$ cat src/rtl/silencer_cfg_reader.sv
// Silencer configuration reader: watches CTL_FLAG in controller BRAM for a rising
// SILENCER_SET bit, fetches the five silencer words and commits them atomically.
module silencer_cfg_reader #(
    parameter int ReadLatency = 2
) (
    input  logic        CLK,
    input  logic        RST_N,
    output logic [7:0]  BRAM_ADDR,
    input  logic [15:0] BRAM_DOUT,
    output logic [15:0] UPDATE_RATE_INTENSITY,
    output logic [15:0] UPDATE_RATE_PHASE,
    output logic [15:0] COMPLETION_STEPS_INTENSITY,
    output logic [15:0] COMPLETION_STEPS_PHASE,
    output logic        FIXED_UPDATE_RATE_MODE,
    output logic        PULSE_WIDTH,
    output logic        UPDATE,
    output logic        BUSY
);

    typedef enum logic [1:0] {
        POLL    = 2'd0,
        FETCH   = 2'd1,
        COLLECT = 2'd2,
        COMMIT  = 2'd3
    } state_t;

    localparam int         NumWords    = 5;
    localparam int         NumSettings = 4;
    localparam logic [7:0] FlagAddr    = 8'h00;
    localparam logic [7:0] CfgBase     = 8'h40;
    localparam logic [7:0] LatCount    = 8'(ReadLatency);
    localparam logic [7:0] LastIssue   = 8'(NumWords - 1);
    localparam logic [7:0] LastCapture = 8'(NumWords - 1 + ReadLatency);
    localparam int         SetBit      = 2;

    // Settings order matches the word order at 0x41..0x44.
    localparam logic [15:0] SettingReset [NumSettings] = '{16'd256, 16'd256, 16'd10, 16'd40};

    state_t                      state_reg, state_next;
    logic [7:0]                  cnt_reg, cnt_next;
    logic [7:0]                  disc_reg, disc_next;
    logic                        prev_flag_reg, prev_flag_next;
    logic [NumWords-1:0][15:0]   shadow_reg;
    logic [1:0]                  flags_reg;
    logic                        update_reg;
    logic                        sample_valid;
    logic                        capture_en;
    logic                        commit_en;
    logic [7:0]                  capture_idx;

    function automatic logic [15:0] clamp_zero(input logic [15:0] value);
        return (value == 16'd0) ? 16'd1 : value;
    endfunction

    // ------------------------------------------------------------------
    // State register
    // ------------------------------------------------------------------
    always_ff @(posedge CLK) begin
        if (!RST_N) begin
            state_reg <= POLL;
        end else begin
            state_reg <= state_next;
        end
    end

    // Data arriving in the first ReadLatency POLL cycles belongs to earlier addresses.
    assign sample_valid = (state_reg == POLL) && (disc_reg == LatCount);

    // ------------------------------------------------------------------
    // Next-state logic
    // ------------------------------------------------------------------
    always_comb begin
        state_next = state_reg;
        case (state_reg)
            POLL: begin
                if (sample_valid && BRAM_DOUT[SetBit] && !prev_flag_reg) begin
                    state_next = FETCH;
                end
            end
            FETCH: begin
                if (cnt_reg == LastIssue) begin
                    state_next = COLLECT;
                end
            end
            COLLECT: begin
                if (cnt_reg == LastCapture) begin
                    state_next = COMMIT;
                end
            end
            COMMIT: begin
                state_next = POLL;
            end
            default: begin
                state_next = POLL;
            end
        endcase
    end

    // ------------------------------------------------------------------
    // Output / control decode
    // ------------------------------------------------------------------
    always_comb begin
        BRAM_ADDR  = FlagAddr;
        BUSY       = 1'b1;
        capture_en = 1'b0;
        commit_en  = 1'b0;
        case (state_reg)
            POLL: begin
                BUSY = 1'b0;
            end
            FETCH: begin
                BRAM_ADDR  = CfgBase + cnt_reg;
                capture_en = (cnt_reg >= LatCount);
            end
            COLLECT: begin
                BRAM_ADDR  = CfgBase + LastIssue;
                capture_en = (cnt_reg >= LatCount);
            end
            COMMIT: begin
                commit_en = 1'b1;
            end
            default: begin
                BUSY = 1'b1;
            end
        endcase
    end

    // The word returning now was addressed ReadLatency cycles ago.
    assign capture_idx = cnt_reg - LatCount;

    // ------------------------------------------------------------------
    // Counters and edge-detect state
    // ------------------------------------------------------------------
    always_comb begin
        cnt_next       = 8'd0;
        disc_next      = 8'd0;
        prev_flag_next = prev_flag_reg;
        if (state_reg == FETCH || state_reg == COLLECT) begin
            cnt_next = cnt_reg + 8'd1;
        end
        if (state_reg == POLL) begin
            disc_next = (disc_reg == LatCount) ? disc_reg : disc_reg + 8'd1;
        end
        if (sample_valid) begin
            prev_flag_next = BRAM_DOUT[SetBit];
        end
    end

    always_ff @(posedge CLK) begin
        if (!RST_N) begin
            cnt_reg       <= 8'd0;
            disc_reg      <= 8'd0;
            prev_flag_reg <= 1'b0;
            shadow_reg    <= '0;
            flags_reg     <= 2'b00;
            update_reg    <= 1'b0;
        end else begin
            cnt_reg       <= cnt_next;
            disc_reg      <= disc_next;
            prev_flag_reg <= prev_flag_next;
            update_reg    <= commit_en;
            if (commit_en) begin
                flags_reg <= shadow_reg[0][1:0];
            end
            for (int i = 0; i < NumWords; i++) begin
                if (capture_en && (capture_idx == 8'(i))) begin
                    shadow_reg[i] <= BRAM_DOUT;
                end
            end
        end
    end

    // ------------------------------------------------------------------
    // Committed settings: all load together on the COMMIT edge only
    // ------------------------------------------------------------------
    genvar gi;
    generate
        for (gi = 0; gi < NumSettings; gi++) begin : g_setting
            logic [15:0] setting_reg;
            always_ff @(posedge CLK) begin
                if (!RST_N) begin
                    setting_reg <= SettingReset[gi];
                end else if (commit_en) begin
                    setting_reg <= clamp_zero(shadow_reg[gi+1]);
                end
            end
        end
    endgenerate

    assign UPDATE_RATE_INTENSITY      = g_setting[0].setting_reg;
    assign UPDATE_RATE_PHASE          = g_setting[1].setting_reg;
    assign COMPLETION_STEPS_INTENSITY = g_setting[2].setting_reg;
    assign COMPLETION_STEPS_PHASE     = g_setting[3].setting_reg;
    assign FIXED_UPDATE_RATE_MODE     = flags_reg[0];
    assign PULSE_WIDTH                = flags_reg[1];
    assign UPDATE                     = update_reg;

endmodule

$ cat config.mk
export PLATFORM = sky130hd
export DESIGN_NAME = silencer_cfg_reader
export DESIGN_NICKNAME = d
export VERILOG_FILES = /design/src/rtl/silencer_cfg_reader.sv
export SDC_FILE = /design/constraint.sdc
export NUM_CORES = 1
export LEC_CHECK = 0
export ABC_AREA = 1
export CAP_MARGIN = 10
export CORE_MARGIN = 8
export CORE_UTILIZATION = 40
export DETAILED_ROUTE_END_ITERATION = 8
export SLEW_MARGIN = 20
export SYNTH_ARGS = -nofsm -noshare
export SYNTH_HDL_FRONTEND = slang
export SYNTH_SLANG_ARGS = --single-unit
$ cat constraint.sdc
create_clock -name CLK -period 5.4 [get_ports CLK]
set_clock_uncertainty 0.2 [all_clocks]
set_input_delay 1.35 -clock CLK [delete_from_list [all_inputs] [get_ports CLK]]
set_output_delay 1.35 -clock CLK [all_outputs]
set_load 0.05 [all_outputs]
# Yosys cells after proc, flatten, opt, wreduce, memory -nomap -nowiden
# Cells that the tools add are included.
# Widths: inputs -> output; s select.
# totals
register_bits	152
inputBits	18
wordCells	65
# op_classes
reduce_logical	20
addsub	4
order_cmp	1
n_eq_ne	13
n_mux	12
# op_table
cell	n
$logic_not 16->1	4
$mux 16	4
$eq 8x2->1 const B	3
$eq 8x3->1 const B	3
$add 8x1->8 const B	2
$pmux 8 s2	1
$add 7x8->8 const A	1
$eq 8x1->1 const B	1
$ge 8x2->1 const B	1
$logic_and 1x1->1	8
$logic_not 8->1	1
$pmux 2 s4	1
$sub 8x2->8 const B	1
$mux 2	3
$ne 2x2->1 const B	3
$eq 2x2->1 const B	2
$reduce_and 2->1	2
$mux 1	3
$reduce_and 3->1	1
$eq 2x1->1 const B	1
$logic_not 2->1	1
$reduce_or 2->1	1
$logic_not 1->1	1
$logic_or 1x1->1	1

# Depth between registers and ports, before layout
# logic_depth
depth_word	6
ltp_mapped	14

# Worst setup path before layout
# No wires, ideal clock.
# synth_timing
path_kind	reg2out
from	reg state_reg[0]
to	out BRAM_ADDR[2]
t_arrival_ps	1851
t_required_ps	3850
slack_ps	1999
path_buffers	1
stages_incl_launch_ff	6
path_cell_list	dfxtp_1 -> inv_1 -> ha_1 -> buf_2 -> nand2_1 -> o22ai_1
# synth_between
elab_chain_cells	2
elab_cells_between_ends	3
classes_between	eq/ne: 2; mux: 1
# synth_rtl
element	line_no	text
start, declared	39	state_t state_reg, state_next;
start signal, assigned	62	state_reg <= state_next;
$eq 2x2->1 / $eq 2x1->1 (equally long branches)	107	case (state_reg)
$pmux 8 s2 *	107	
end, declared	8	output logic [7:0] BRAM_ADDR,
# Every way passes the cells marked *; elsewhere a longest branch is shown, timed or not.

# Worst setup path in the final report
# layout_timing
from	reg state_reg[0]
to	out BRAM_ADDR[6]
# The elaborated chain is that of the path after synthesis.

==> flow_metrics.env <==
export IMPL_dp_hpwl_um=11600
export IMPL_gr_usage_all_layers=0.170
export IMPL_synth_seq_area_share=0.470
export IMPL_hp_start="COMPLETION_STEPS_INTENSITY[4]$_SDFFE_PN0P_"
export IMPL_rsz0062_at_grt="false"
export IMPL_yosysUniqueCellTypes=33
export IMPL_powerDensity_mw_per_mm2=345
export IMPL_async_flop_share=0
export IMPL_max_freq_mhz=236
export IMPL_placed_area_mm2=0.00744
export IMPL_post_cts_buffers=0
export IMPL_rows=46
export IMPL_ctsHoldBuffers=0
export IMPL_finalHoldViolCount=0
export IMPL_cts_sinks=152
export IMPL_grt_pass1_vias=5152
export IMPL_final_cells=1157
export IMPL_largest_reg_flops=66
export IMPL_path_cells="inv_1 > ha_1 > nand2_1 > o22ai_1 > clkdlybuf4s50_1"
export IMPL_holdPathStages=2
export IMPL_min_period_ns=4.24
export IMPL_cpPeakStageDelay_ns=0.83
export IMPL_cp_startpoint="state_reg[0]$_SDFFE_PN0P_"
export IMPL_core_area_mm2=0.0158
export IMPL_synth_flop_cell="dfxtp_1"
export IMPL_fin_area_mm2=0.00802
export IMPL_h_tree_depth=4
export IMPL_root_buffer="clkbuf_16"
export IMPL_ios=94
export IMPL_totalWireLength_um=16700
export IMPL_syn_to_final_growth_pct=23.9
export IMPL_cts_tree="yes"
export IMPL_finalCritPeriodShare=0.784
export IMPL_clock_path_buffers=2
export IMPL_avgSynthCellArea_um2=7.60
export IMPL_total_power_w=0.00277
export IMPL_ir_drop_uv=250
export IMPL_fp_dieH_um=143
export IMPL_grt_overflow_total=0
export IMPL_num_antenna_cells=0
export IMPL_start_kind="flip-flop"
export IMPL_synth_area_mm2=0.00647
export IMPL_outcome="completed"
export IMPL_place_inst=1125
export IMPL_drive_above_1_share=0.0712
export IMPL_hold_path_class="flip-flop to flip-flop"
export IMPL_cp_num_buf_inv=2
export IMPL_die_area_mm2=0.0205
export IMPL_tightest_slew_ns=0.943
export IMPL_post_route_drc_count=0
export IMPL_path_clk_slew_ns=0.06
export IMPL_rr_startpoint="cnt_reg[1]$_SDFF_PN0_"
export IMPL_setup_viol=0
export IMPL_slowest_stage="clkdlybuf4s50_1"
export IMPL_wl_per_cell_um=14.4
export IMPL_arrival_ns=2.69
export IMPL_port_buffers=93
export IMPL_initialDrtViolationCount=320
export IMPL_die_x_um=143
export IMPL_final_antenna_net_count=0
export IMPL_syn_inst=852
export IMPL_firstDrtPassIters=5
export IMPL_setup_tns_ns=0
export IMPL_path_max_fanout=10
export IMPL_via_count=5523
export IMPL_syn_num_nets=885
export IMPL_clock_latency_ns=0.42
export IMPL_crit_type="flip-flop to output port"
export IMPL_cts_buffers=17
export IMPL_yosysWarnings=0
export IMPL_crit_family="buffers and inverters"
export IMPL_ys_ff_latch=152
export IMPL_endpoint_kind="output port"
export IMPL_cellLeakagePower_nw=3.39
export IMPL_final_nets=961
export IMPL_gp_congestion=0.775
export IMPL_required_ns=3.85
export IMPL_drv_cap=0
export IMPL_crit_cells=5
export IMPL_grt_max_degree=85
export IMPL_slew_headroom=0.370
export IMPL_grt_pass1_wl_um=27300
export IMPL_start_util=0.409
export IMPL_avgViaCountPerCell=4.77
export IMPL_synth_edff_count=0
export IMPL_slew_viol_final=0
export IMPL_cts_resized=0
export IMPL_rr_worst_depth=12
export IMPL_antenna_found_initial=0
-- cells in the mapped netlist, types with 2 or more instances --
cell type | instances | area share
buf_6 | 15 | 0.026
nand3b_4 | 3 | 0.0093
buf_2 | 3 | 0.0023
nand3b_1 | 2 | 0.0023
nand4_1 | 10 | 0.0097
clkbuf_1 | 14 | 0.0081
xor2_1 | 5 | 0.0068
nand2_1 | 202 | 0.12
o21ai_0 | 21 | 0.016
nand3_1 | 83 | 0.064
o22ai_1 | 3 | 0.0029
nand3_4 | 2 | 0.0054
inv_1 | 55 | 0.032
nand2_2 | 5 | 0.0048
inv_2 | 3 | 0.0017
ha_1 | 15 | 0.029
nor3_1 | 4 | 0.0031
nor2_2 | 3 | 0.0029
nor2_1 | 180 | 0.10
nor2_4 | 13 | 0.023
nor4_1 | 14 | 0.014
a21oi_1 | 14 | 0.011
buf_1 | 7 | 0.0041
dfxtp_1 | 152 | 0.47
a22o_1 | 16 | 0.022
-- worst min-delay path, delay by kind of cell, from the launching register on --
kind,cells,cell delay [ns]
and+or+nand+nor,2,0.09
DFF,1,0.32
-- cell type report --
| class | count | area [µm²] |
|---|---|---|
| tap | 216 | 270 |
| clock inverter | 9 | 90.1 |
| multi-input combinational | 601 | 2950 |
| fill | 1572 | 7810 |
| clock buffer | 23 | 488 |
| timing repair buffer | 97 | 956 |
| inverter | 59 | 221 |
| sequential | 152 | 3040 |
-- per-stage QoR --
stage,utilization,hold WS [ns],setup slack [ns]
after floorplan,-,0.245,2.00
after global placement,0.470,0.232,1.63
after detailed placement,0.470,0.233,1.58
after CTS,0.507,0.247,1.12
after global routing,0.507,0.264,0.978
final,0.507,0.243,1.16
-- path summary, 6_finish.rpt --
kind,end,slack [ns]
worst min-delay path,COMPLETION_STEPS_INTENSITY[4]$_SDFFE_PN0P_,0.24
worst min register to register,COMPLETION_STEPS_INTENSITY[4]$_SDFFE_PN0P_,0.24
worst max-delay path,BRAM_ADDR[6],1.16
worst max register to register,shadow_reg[62]$_SDFFE_PN0P_,2.26
-- layout by cell type (no fill, tap or decap), types with 2 or more instances in the layout --
cell type        Yosys  final
a22o_1              16     16
nand3_1             83     83
nand2_2              5      5
nand3b_1             2      2
nand3b_4             3      3
clkbuf_8             0      4
xor2_1               5      5
nor4_1              14     14
o21ai_0             21     21
clkinvlp_4           0      5
ha_1                15     15
o22ai_1              3      3
nor2_2               3      2
clkbuf_1            14      2
buf_4                1      4
inv_1               55     55
nor3_1               4      4
clkdlybuf4s50_1      0     92
a21oi_1             14     14
nand4_1             10     10
inv_2                3      3
dfxtp_1            152    152
nand3_4              2      2
nor2_4              13     15
clkbuf_16            0     17
nand2_1            202    202
nor2_1             180    179
-- power breakdown --
group / internal [W] / total (W) / switching [W]
clock network: 0.000684 / 0.00116 / 0.000472
registers: 0.00115 / 0.00118 / 0.0000270
logic: 0.000128 / 0.000429 / 0.000301
total: 0.00197 / 0.00277 / 0.000801
-- cell families (layout without fill, tap and decap cells) --
family	count (synthesis)	in the layout	share of synthesized area
adders and majority gates	15	15	0.0290
and+or+nand+nor	524	524	0.363
AOI/OAI and AO/OA	56	56	0.0539
DFF	152	152	0.470
xor gates and xnor gates	6	6	0.00812
buffers and inverters	99	188	0.0759
-- layer usage --
layer | part of all wire | wire (µm) | up-vias | global-route usage
li1 | - | - | 2880 | -
met1 | 0.48 | 8060 | 2500 | 0.231
met2 | 0.44 | 7250 | 121 | 0.253
met3 | 0.061 | 1020 | 22 | 0.0414
met4 | 0.019 | 321 | 0 | 0.0664
met5 | 0 | 0 | - | 0
Note: power is estimated with default switching activity, not from simulation.
